--- src/rtl/mn_spike_event_fifo.sv ---
// Timestamped spike-event FIFO: tags each motor-neuron spike with the current sim step
// and buffers {ts, id} for a valid/ready consumer. Drops on full are counted, never stored.
module mn_spike_event_fifo #(
    parameter int ID_W       = 16,
    parameter int TS_W       = 16,
    parameter int DEPTH_LOG2 = 6
) (
    input  logic                   neuron_clk,
    input  logic                   reset_sim,
    input  logic                   MN_spk,
    input  logic [ID_W-1:0]        spkid_MN,
    input  logic                   sim_tick,
    input  logic                   en,
    input  logic                   clr_ovf,
    input  logic                   rd_ready,
    output logic                   rd_valid,
    output logic [TS_W+ID_W-1:0]   rd_data,
    output logic [DEPTH_LOG2:0]    fifo_count,
    output logic [15:0]            overflow_cnt,
    output logic                   overflow
);

    localparam int W = TS_W + ID_W;

    logic [W-1:0]            r_mem [2**DEPTH_LOG2];
    logic [TS_W-1:0]         r_ts;
    logic [DEPTH_LOG2-1:0]   r_wr_ptr;
    logic [DEPTH_LOG2-1:0]   r_rd_ptr;
    logic [DEPTH_LOG2:0]     r_count;
    logic [W-1:0]            r_rd_data;
    logic [15:0]             r_ovf_cnt;
    logic                    r_ovf;

    logic                    w_full;
    logic                    w_empty;
    logic                    w_wr_req;
    logic                    w_pop;
    logic                    w_push;
    logic                    w_drop;
    logic                    w_bypass;
    logic [W-1:0]            w_wr_data;
    logic [DEPTH_LOG2-1:0]   w_rd_addr_next;

    // Count has one extra bit, so its MSB alone marks "full".
    assign w_full    = r_count[DEPTH_LOG2];
    assign w_empty   = (r_count == '0);
    assign w_wr_req  = MN_spk & en;
    assign w_pop     = ~w_empty & rd_ready;
    assign w_push    = w_wr_req & (~w_full | w_pop);
    assign w_drop    = w_wr_req & w_full & ~w_pop;
    assign w_wr_data = {r_ts, spkid_MN};

    assign w_rd_addr_next = w_pop ? r_rd_ptr + 1'b1 : r_rd_ptr;

    // The word being written becomes the next head when the FIFO is empty or
    // its only entry is leaving; RAM cannot supply it yet, so forward it.
    assign w_bypass = w_push & (w_empty | ((r_count == (DEPTH_LOG2+1)'(1)) & w_pop));

    always_ff @(posedge neuron_clk) begin
        if (w_push) begin
            r_mem[r_wr_ptr] <= w_wr_data;
        end
    end

    always_ff @(posedge neuron_clk or posedge reset_sim) begin
        if (reset_sim) begin
            r_ts      <= '0;
            r_wr_ptr  <= '0;
            r_rd_ptr  <= '0;
            r_count   <= '0;
            r_rd_data <= '0;
        end else begin
            if (sim_tick) begin
                r_ts <= r_ts + 1'b1;
            end
            if (w_push) begin
                r_wr_ptr <= r_wr_ptr + 1'b1;
            end
            if (w_pop) begin
                r_rd_ptr <= r_rd_ptr + 1'b1;
            end
            case ({w_push, w_pop})
                2'b10:   r_count <= r_count + 1'b1;
                2'b01:   r_count <= r_count - 1'b1;
                default: r_count <= r_count;
            endcase
            // Head register only moves on a pop or a forwarded first entry,
            // which keeps rd_data stable while the consumer stalls.
            if (w_bypass) begin
                r_rd_data <= w_wr_data;
            end else if (w_pop) begin
                r_rd_data <= r_mem[w_rd_addr_next];
            end
        end
    end

    always_ff @(posedge neuron_clk or posedge reset_sim) begin
        if (reset_sim) begin
            r_ovf_cnt <= '0;
            r_ovf     <= 1'b0;
        end else if (clr_ovf) begin
            r_ovf_cnt <= '0;
            r_ovf     <= 1'b0;
        end else if (w_drop) begin
            r_ovf <= 1'b1;
            if (r_ovf_cnt != 16'hFFFF) begin
                r_ovf_cnt <= r_ovf_cnt + 16'd1;
            end
        end
    end

    assign rd_valid     = ~w_empty;
    assign rd_data      = r_rd_data;
    assign fifo_count   = r_count;
    assign overflow_cnt = r_ovf_cnt;
    assign overflow     = r_ovf;

endmodule
--- config.mk ---
export PLATFORM = sky130hd
export DESIGN_NAME = mn_spike_event_fifo
export DESIGN_NICKNAME = d
export VERILOG_FILES = /design/src/rtl/mn_spike_event_fifo.sv
export SDC_FILE = /design/constraint.sdc
export NUM_CORES = 2
export LEC_CHECK = 0
export BUFFER_PORTS_ARGS = -buffer_cell sky130_fd_sc_hd__buf_2
export CORE_MARGIN = 5
export CORE_UTILIZATION = 63
export DETAILED_ROUTE_END_ITERATION = 7
export PLACE_DENSITY = 0.79
export SLEW_MARGIN = 20
export SYNTH_ARGS = -nofsm -noshare
export SYNTH_HDL_FRONTEND = slang
export SYNTH_SLANG_ARGS = --single-unit
--- constraint.sdc ---
create_clock -name neuron_clk -period 4.5 [get_ports neuron_clk]
set_clock_uncertainty 0.2 [all_clocks]
set_input_delay 0.9 -clock neuron_clk [delete_from_list [all_inputs] [get_ports neuron_clk]]
set_output_delay 0.9 -clock neuron_clk [all_outputs]
set_load 0.03 [all_outputs]
==> metrics.txt <==
status finished with violations; violated checks negative setup slack; Slew @ Worst Pin 1.133 ns; H-Tree Depth 4; register area share after synthesis 73.83%; CTS tree built; Worst R2R End rd_data[7]; Via density 7.438; CTS Buf Count 200; syn avg cell area 15.64 um2; min cycle time layout 4.505 ns; GRT Residual Overflow 0; crit-path cells inv_1 > ha_1 > nor3b_2 > buf_4 > a211o_1 > and2_4 > buf_12 > nand3_1 > a221o_1 > a31oi_1 > o31ai_1; worst path bufs/invs 3; Max-Cap Viols 0; post-route clock period utilization 100.1%; Routed Antenna Nets 0; flop and latch count out of synthesis between 2k and 2.5k; top cell family by delay on the critical path compound AO/OA/AOI/OAI gates; worst endpoint required time 4.96 ns; share of Yosys cell area claimed by the top area cell type between 70% and 80%; WHS 0.07627 ns; worst setup path endpoint rd_data[7]; Post-Syn Instances ~5.5k; Worst-path clk slew 0.06 ns; FFs w/ async S/R, synth 3.940%; critical path's slowest cell a31oi_1; Starting Density between 60% and 70%; CTS root buffer clkbuf_16; top cells by area, synth edfxtp_1 71%, mux2i_1 4.6%, dfrtp_1 2.4%; CORE AREA 135600 um2; Worst Hold Class primary input to async pin; r2r worst-path depth 11; final routed DRC violation total 0; share of cells above drive strength 1 about 17%; CP Max Fanout 102; Total Nets Final 5781; cell taking the most area after synthesis edfxtp_1; Worst-Skew Late Latency 0.84 ns; Leakage 0.03278 uW; count of buffers from port buffering 79; Max Slew Vio Count 0; row cnt 135; CP Depth 11; # IOs 80; Post-Syn Nets around 5.5k; VDD IR max 0.0006988 V; global-route wire length before repair 379400 um; clk buf depth 3; final std cells w/o fill 7697; Synth warnings 0; WP data arrival 4.97 ns; Reg2Reg Launch Point fifo_count[0]; Die Ht 379.8 um; final WL 266200 um; Total Routing Usage GR approximately 36%; hpwl dp approximately 150000 um; post-synthesis cell area 86150 um2; drt initial violations 10.60k; Tot Pwr 64920 uW; Setup CP Type flip-flop to flip-flop; setup tns final -0.004730 ns; drt wl/cell 34.59 um; number of global-route vias before repair 55.91k; CTS sink cnt 2132; vias 57.25k; crit path launch type flip-flop; Setup-failing EPs final 1; die area ~140000 um2; initial antenna violation count 20; Setup crit end kind flip-flop; routability cong. about 0.94; DRT Pass-1 Iters 7; Yosys cell types 81; Critical Path Start fifo_count[0]; dpl cells 7325; fin util between 70% and 80%; Worst path max stage delay between 0.8 and 0.9 ns; Rel. slew slack 24.49%; Final WS setup -0.004730 ns; Top FF cell, synth edfxtp_1; reg2reg setup slack -0.005 ns; pin count of the biggest net entering global routing approximately 150; Fin. Hold Viols 0; f_max 0.2220 GHz; Die W about 380 um; top-count cell post-synth edfxtp_1; Power Dens Cells 663.8 nW/um2; Post-synth top cells 2048 x edfxtp_1, 409 x nand2_1, 397 x mux2i_1, 278 x a21oi_1, 240 x nand3_1; P&R area growth vs syn 13.52%; number of enable flip-flop cells after synthesis a little over 2k
==> per-layer routing <==
layer  share of wire (%)  track usage (%)  vias to the layer above
li1                    -                -                    22722
met4                 6.5            21.07                       10
met3                  16            12.63                      940
met5               0.028                0                        -
met2                  44            52.83                     5341
met1                  33            47.27                    28237
==> worst min path at each step <==
stage,cells after the start,endpoint,startpoint,slack [ns]
3_3_place_gp,1,r_ts[12],r_ts[12],0.30
2_1_floorplan,1,r_wr_ptr[0],r_wr_ptr[0],0.34
6_report,2,rd_data[24],reset_sim,0.08
5_1_grt,2,rd_data[24],reset_sim,0.12
4_1_cts,2,rd_data[25],reset_sim,0.08
3_5_place_dp,2,overflow,overflow,0.33
==> cells in the final DEF, fill, tap and decap left out, types with 74 or more instances in the layout <==
master,instances
edfxtp_1,2048
nand2_1,408
mux2i_1,394
buf_4,323
a21oi_1,273
nand3_1,240
o22ai_1,217
clkbuf_16,203
o21ai_0,194
mux4_2,79
o221ai_1,78
buf_2,75
a22oi_1,74
==> kinds of logic after synthesis <==
| group | Yosys count | share of synthesized area [%] |
|---|---|---|
| AOI/OAI and AO/OA | 1378 | 10.98 |
| adders and majority gates | 9 | 0.1307 |
| xor gates and xnor gates | 45 | 0.4575 |
| buffers and inverters | 438 | 2.231 |
| and+or+nand+nor | 1022 | 5.577 |
| DFF | 2132 | 73.83 |
| muxes | 485 | 6.796 |
==> sequential cells by signal, summed over array words and instances (netlist names) <==
signal / cells
r_wr_ptr: 6
rd_data: 32
overflow_cnt: 16
fifo_count: 7
r_mem: 2048
overflow: 1
r_ts: 16
r_rd_ptr: 6
==> power by group <==
group / switching [uW] / internal, uW
clock network: 7280 / 9250
logic: 16900 / 7950
registers: 809 / 22800
==> worst register-to-register path, cell delays in order, from the launching register on <==
cell,delay (ns)
dfrtp_1,0.39
inv_1,0.11
ha_1,0.33
nor3b_2,0.50
buf_4,0.22
a211o_1,0.14
and2_4,0.20
buf_12,0.53
nand3_1,0.26
a221o_1,0.35
a31oi_1,0.89
o31ai_1,0.20
==> cell type report <==
cell class                      instances  area [um2]
Multi-Input combinational cell       2939       21440
Sequential cell                      2132       63630
Tap cell                             1781        2228
Inverter                               17       83.83
Timing Repair Buffer                  459        4021
Fill cell                            7870       37840
Clock buffer                          258        5386
Clock inverter                        102       989.7
Antenna cell                            9       22.52
==> metrics by stage <==
step                      setup WS [ns]  cell area, um2
after CTS                       0.01468           97730
final                         -0.004730           97800
after global placement          -0.2265           91300
after global routing          -0.002457           97780
after floorplan                  0.1346           86150
after detailed placement        -0.2967           91310
==> timing repair <==
action	4_1_cts	5_1_grt
pin swaps	0	0
setup buffers	3	0
endpoints found under the setup margin	9	12
resized for setup	4	8
hold buffers	0	0
Power figures use the tool's default switching activity.
